<file path="config.mk">
export PLATFORM = sky130hd
export DESIGN_NAME = p_and_n
export DESIGN_NICKNAME = d
export VERILOG_FILES = /design/src/rtl/p_and_n_pkg.sv /design/src/rtl/p_and_n_and_n.sv /design/src/rtl/p_and_n.sv
export SDC_FILE = /design/constraint.sdc
export NUM_CORES = 1
export LEC_CHECK = 0
export CAP_MARGIN = 20
export CORE_AREA = 8 8 45 47
export DETAILED_ROUTE_END_ITERATION = 12
export DIE_AREA = 0 0 53 55
export GPL_TIMING_DRIVEN = 0
export PLACE_DENSITY = 0.57
export SLEW_MARGIN = 10
export SYNTH_ARGS = -nofsm -noshare
export SYNTH_HDL_FRONTEND = slang
export SYNTH_HIERARCHICAL = 1
export SYNTH_SLANG_ARGS = --single-unit
</file>
<file path="constraint.sdc">
create_clock -name clk -period 0.8 [get_ports clk]
set_input_delay 0.16 -clock clk [delete_from_list [all_inputs] [get_ports clk]]
set_output_delay 0.16 -clock clk [all_outputs]
set_load 0.05 [all_outputs]
</file>
<file path="src/rtl/p_and_n_pkg.sv">
// Default geometry shared by the bitwise AND primitive and its reduction cell.
// Latency: n/a (constants only).
// Backpressure: n/a.
package p_and_n_pkg;

    localparam int DEF_BUS_WIDTH = 4;
    localparam int DEF_NB_INS    = 3;

endpackage : p_and_n_pkg

</file>
<file path="src/rtl/p_and_n_and_n.sv">
// Scalar NB_INS-input AND reduction; a known 0 on any input dominates.
// Latency: zero (purely combinational).
// Backpressure: none.
module and_n
    import p_and_n_pkg::*;
#(
    parameter int NB_INS = DEF_NB_INS
) (
    output logic              out,
    input  logic [NB_INS-1:0] ins
);

    // Reduction AND over every input bit.
    assign out = &ins;

endmodule : and_n

</file>
<file path="src/rtl/p_and_n.sv">
// Bitwise AND of NB_INS buses plus a scalar AND reduction, with a registered copy.
// Latency: combinational outputs zero cycles; out_bus_q/out_q/out_valid one cycle.
// Backpressure: none; every cycle with in_valid=1 is captured.
module p_and_n
    import p_and_n_pkg::*;
#(
    parameter int BUS_WIDTH = DEF_BUS_WIDTH,
    parameter int NB_INS    = DEF_NB_INS
) (
    input  logic                        clk,
    input  logic                        rst_n,
    input  logic [NB_INS*BUS_WIDTH-1:0] in_buses,
    input  logic                        in_valid,
    input  logic [NB_INS-1:0]           ins,
    output logic [BUS_WIDTH-1:0]        out_bus,
    output logic                        out,
    output logic [BUS_WIDTH-1:0]        out_bus_q,
    output logic                        out_q,
    output logic                        out_valid
);

    // Scalar reduction path.
    and_n #(.NB_INS(NB_INS)) u_and_ins (
        .out (out),
        .ins (ins)
    );

    // One reduction cell per output bit, fed by that bit column across all buses.
    for (genvar b = 0; b < BUS_WIDTH; b++) begin : g_col
        logic [NB_INS-1:0] col;

        for (genvar k = 0; k < NB_INS; k++) begin : g_tap
            assign col[k] = in_buses[k*BUS_WIDTH + b];
        end

        and_n #(.NB_INS(NB_INS)) u_and_col (
            .out (out_bus[b]),
            .ins (col)
        );
    end

    // Capture stage: valid always follows in_valid, data only loads on valid.
    always_ff @(posedge clk or negedge rst_n) begin
        if (!rst_n) begin
            out_bus_q <= '0;
            out_q     <= 1'b0;
            out_valid <= 1'b0;
        end else begin
            out_valid <= in_valid;
            if (in_valid) begin
                out_bus_q <= out_bus;
                out_q     <= out;
            end
        end
    end

endmodule : p_and_n

</file>
* Yosys cells after proc, flatten, opt, wreduce, memory -nomap -nowiden
Cells that the tools add are included.
Word-level totals: flip-flop bits (word level) 6, bits in latches 0, memory bits (writable) 0, memory bits (read-only) 0, input port bits 18, output and inout port bits 11, word-level logic and storage cells 8, memories 0
Operators by class: add/subtract/negate cells 0, multiply operators 0, div/mod/pow operators 0, order comparisons 0, eq/ne operators 0, shifts and indexed selects 0, mux-type cells 0, bitwise operators 0, reduce and logical (&&, ||, !) cells 5
Operators with widths (number):
- $reduce_and A3 Y1 | 5

* Depth between registers and ports, before layout
depth after elaboration 1, gate-level depth with buffers 2, mapped depth without buffers 2

* By module
Netlist, hierarchy kept.
By module, submodules not included:
- p_and_n | instances 1, cells an instance 11, area an instance 206.4 µm², seq. area each 150.1 µm²
- and_n | instances 5, cells an instance 1, area an instance 6.3 µm², seq. area each 0.0 µm²

* Worst setup path before layout
No wires, ideal clock.
kind register to register, start point register out_bus_q[0] (netlist name), end point register out_bus_q[0], library setup time 0.125 ns, arrival 0.863 ns, data required time 0.675 ns, setup slack -0.188 ns, cell stages (with the launch flop) 2, buffers on the path 0, period minus slack after synthesis 0.988 ns, cell sequence dfrtp_1 -> mux2_2
RTL lines:
- end signal: assignment | RTL line p_and_n.sv:51 | out_bus_q <= out_bus;
- end: declaration | RTL line p_and_n.sv:17 | output logic [BUS_WIDTH-1:0] out_bus_q,

* Final worst setup path
start point register out_bus_q[1], end point output out_bus_q[1]
No word-level cell between the ends.

==> metrics list <==
* Outcome: finished, violations left
- Failing checks: setup timing
- 0 antenna diodes ended up in the layout.
- Crit-path max cell delay: 0.41 ns
- Start-to-end type of the worst setup path: flop to output port
- Proportion of power drawn by the clock network: about a third
* Endpoint kind of the worst setup timing path: output port
* Most common cell after layout, fill and taps aside: buf_2
- Among all stages on the critical path, the largest delay is contributed by dfrtp_2.
- Setup repair after global routing could not meet its margin everywhere.
- Overflow left after global routing: 0
- The number of global-route vias before repair was 311.
- Flip-flop and latch count after synthesis: 6
- Maximum fanout along the worst path: 2
* Max Transition Viols Final: 0
- Number of nets still failing antenna checks after routing: 0
- In the routed design, unresolved DRC markers number 0.
* Max Root-Sink Buffers: 2
- Detailed-route wire length per cell: 15.3 µm
* CTS Sinks: 6
* Depth of the worst register-to-register path: 1
- The number of nets in the synthesized netlist is 34.
* Critical path required time: 0.64 ns
- In this run the power spent charging and discharging nets is roughly 0.27 mW.
- For this configuration, the core starts out at a cell density of between 10% and 20%.
* Slew at the pin closest to its max-slew limit: ~0.27 ns
* TritonCTS Buffers: 3
- Once layout is done, the placed cells without fillers occupy 559 µm².
* Yosys top cell area share: 63.2%
* Count of hold buffers inserted by post-cts repair: 0
- H-tree levels: 1
- Clk Latency, worst-skew pair: 0.24 ns
- Cell class contributing the biggest share of worst-path delay: flip-flops
- Number of DRC violations after detailed-routing iteration 0: 1
- Number of buffers added on ports: 28
- Worst-case vdd ir drop: 647 µV
* Post-Synthesis Cells: 16
- After detailed routing, the number of vias per cell comes to 4.15.
* Largest net degree at the start of global routing: 7
- STA puts the critical path data arrival time at 0.81 ns.
- Initial antenna violation count: 0
- The worst path uses 121% of the clock period.
* CTS tree: built
- The smallest clock period supported by the final layout is computed as 0.968 ns.
* TritonRoute pass-1 iters: 2
- F_max: 1.03 GHz
- Summed over all cells, the static leakage comes to about 0.28 nW.
- Final-layout worst hold slack: 0.155 ns
- Worst path depth: 1
* GP Congestion: 0.690
* Die Footprint: 2920 µm²
- A synthesized cell averages 14.9 µm².
- Number of placement rows: 14
* Area of the core region: 1380 µm²
- Die W: 53 µm
- Library cell with the largest summed area after synthesis: dfrtp_1
- Leaving out fill and tap cells, the most frequent cells in the layout are buf_2 (15), buf_6 (6).
* Number of library cell types mapped by synthesis: 3
- Wire length of the first global-routing pass: between 1000 and 1500 µm
- The multi-input combinational cells in the finished layout cover a total of ~110 µm².
* Sequential share of power: a little under two fifths
- After filler insertion, the fill cell instance count of the layout stands at 136.
* Switching power as a share of total power: 29.8%
- Global routing used 7.47% of the available tracks.
* Seq. cell area: 156 µm²
* Power density cells: 1620 nW/µm²
- In this run the cell area of the synthesized design comes to 238 µm².
- Placement-stage cell area: 551 µm²
- Total Routed Length: 993 µm
- Max-Cap Viols: 0
- Worst-case setup slack after placement: -0.981 ns
- Height of the die: 55 µm
* Number of nets in the layout: slightly below 70
- The count of final hold-check violations was 0.
* Number of placed I/O pins: 29
- Library cell used as clock root buffer: clkbuf_4
* Startpoint type of the worst setup path: flop
- In this run the tightest slew margin relative to its limit is 81.9%.
- Top area cells in the synthesized netlist: dfrtp_1 (63%), mux2_2 (24%), and3_1 (13%)
- The critical path goes through buf_6.
- Yosys warning count: 6
- Of the cells placed in the final design, the portion with a size suffix greater than 1 is 91.8%.
* Area Overhead vs Synth: 135%
- Setup violations remaining at the end of the flow were counted as 6.
* Share of power burned in combinational logic: 29.6%
- The internal power of the cells totals 0.636 mW.
- Clock-pin transition on the worst setup and hold timing paths: 0.05 ns
- After synthesis, flip-flops and latches occupy 63.2% of the total area.
* Total via count in the routed design: 270
* Final worst clock skew: 0 ns
* Worst setup slack after layout: -0.168 ns
* Class of the tightest hold or removal check: input pin to asynchronous set/reset pin
* Fraction of the core area covered by cells at the end of the flow: 40.4%
* Buffers & Inverters on Critical Path: 1
- The design draws 0.906 mW.
[area by class of cell]
type	instances	area share, %
repair buffers	29	43.6
flip-flops and latches	6	28.0
multi-input cells	10	20.1
clock buffers	4	4.70
well taps	16	3.58
[path summary, 6_finish.rpt]
kind,from,end,slack (ns)
max,out_bus_q[1],out_bus_q[1],-0.17
min,rst_n,out_q,0.16
max reg2reg,out_bus_q[1],out_bus_q[1],0.01
min reg2reg,out_bus_q[0],out_bus_q[0],0.52
max in group asynchronous,rst_n,out_bus_q[2],0.41
min in group clk,in_valid,out_valid,0.32
[metrics by stage]
stage               cells  setup TNS, ns
CTS                    65         -0.991
global placement       60         -10.18
detailed placement     60         -10.31
global route           65          -1.14
floorplan              16         -0.511
finish                 65         -0.909
[repair_timing]
item | CTS | global route
setup buffers | 1 | 0
endpoints found under the setup margin | 16 | 7
resized for setup | 134 | 0
pin swaps | 5 | 0
[power groups by stage]
stage	combinational, mW	clock [mW]	sequential (mW)
CTS	0.273	0.321	0.337
finish	0.268	0.301	0.337
detailed placement	0.280	0	0.338
global route	0.282	0.360	0.338
global placement	0.274	0	0.336
floorplan	0.0639	0	0.401
[kinds of logic after synthesis]
family           synth area share, %
muxes                           23.7
and+or+nand+nor                 13.2
DFF                             63.2
[layer usage]
layer	track usage (%)	vias up	part of all wire, %
met5	0	-	0
met4	5.17	0	0
met3	4.01	0	12
met2	13.3	15	57
met1	6.33	131	31
li1	-	124	-
[state kept, by name, indices dropped and copies added (netlist names)]
register and cells:
out_bus_q 4, out_q 1, out_valid 1
[synthesized netlist by cell type, drive strengths merged]
master,n
mux2,5
dfrtp,6
and3,5
Power figures use the tool's default switching activity.
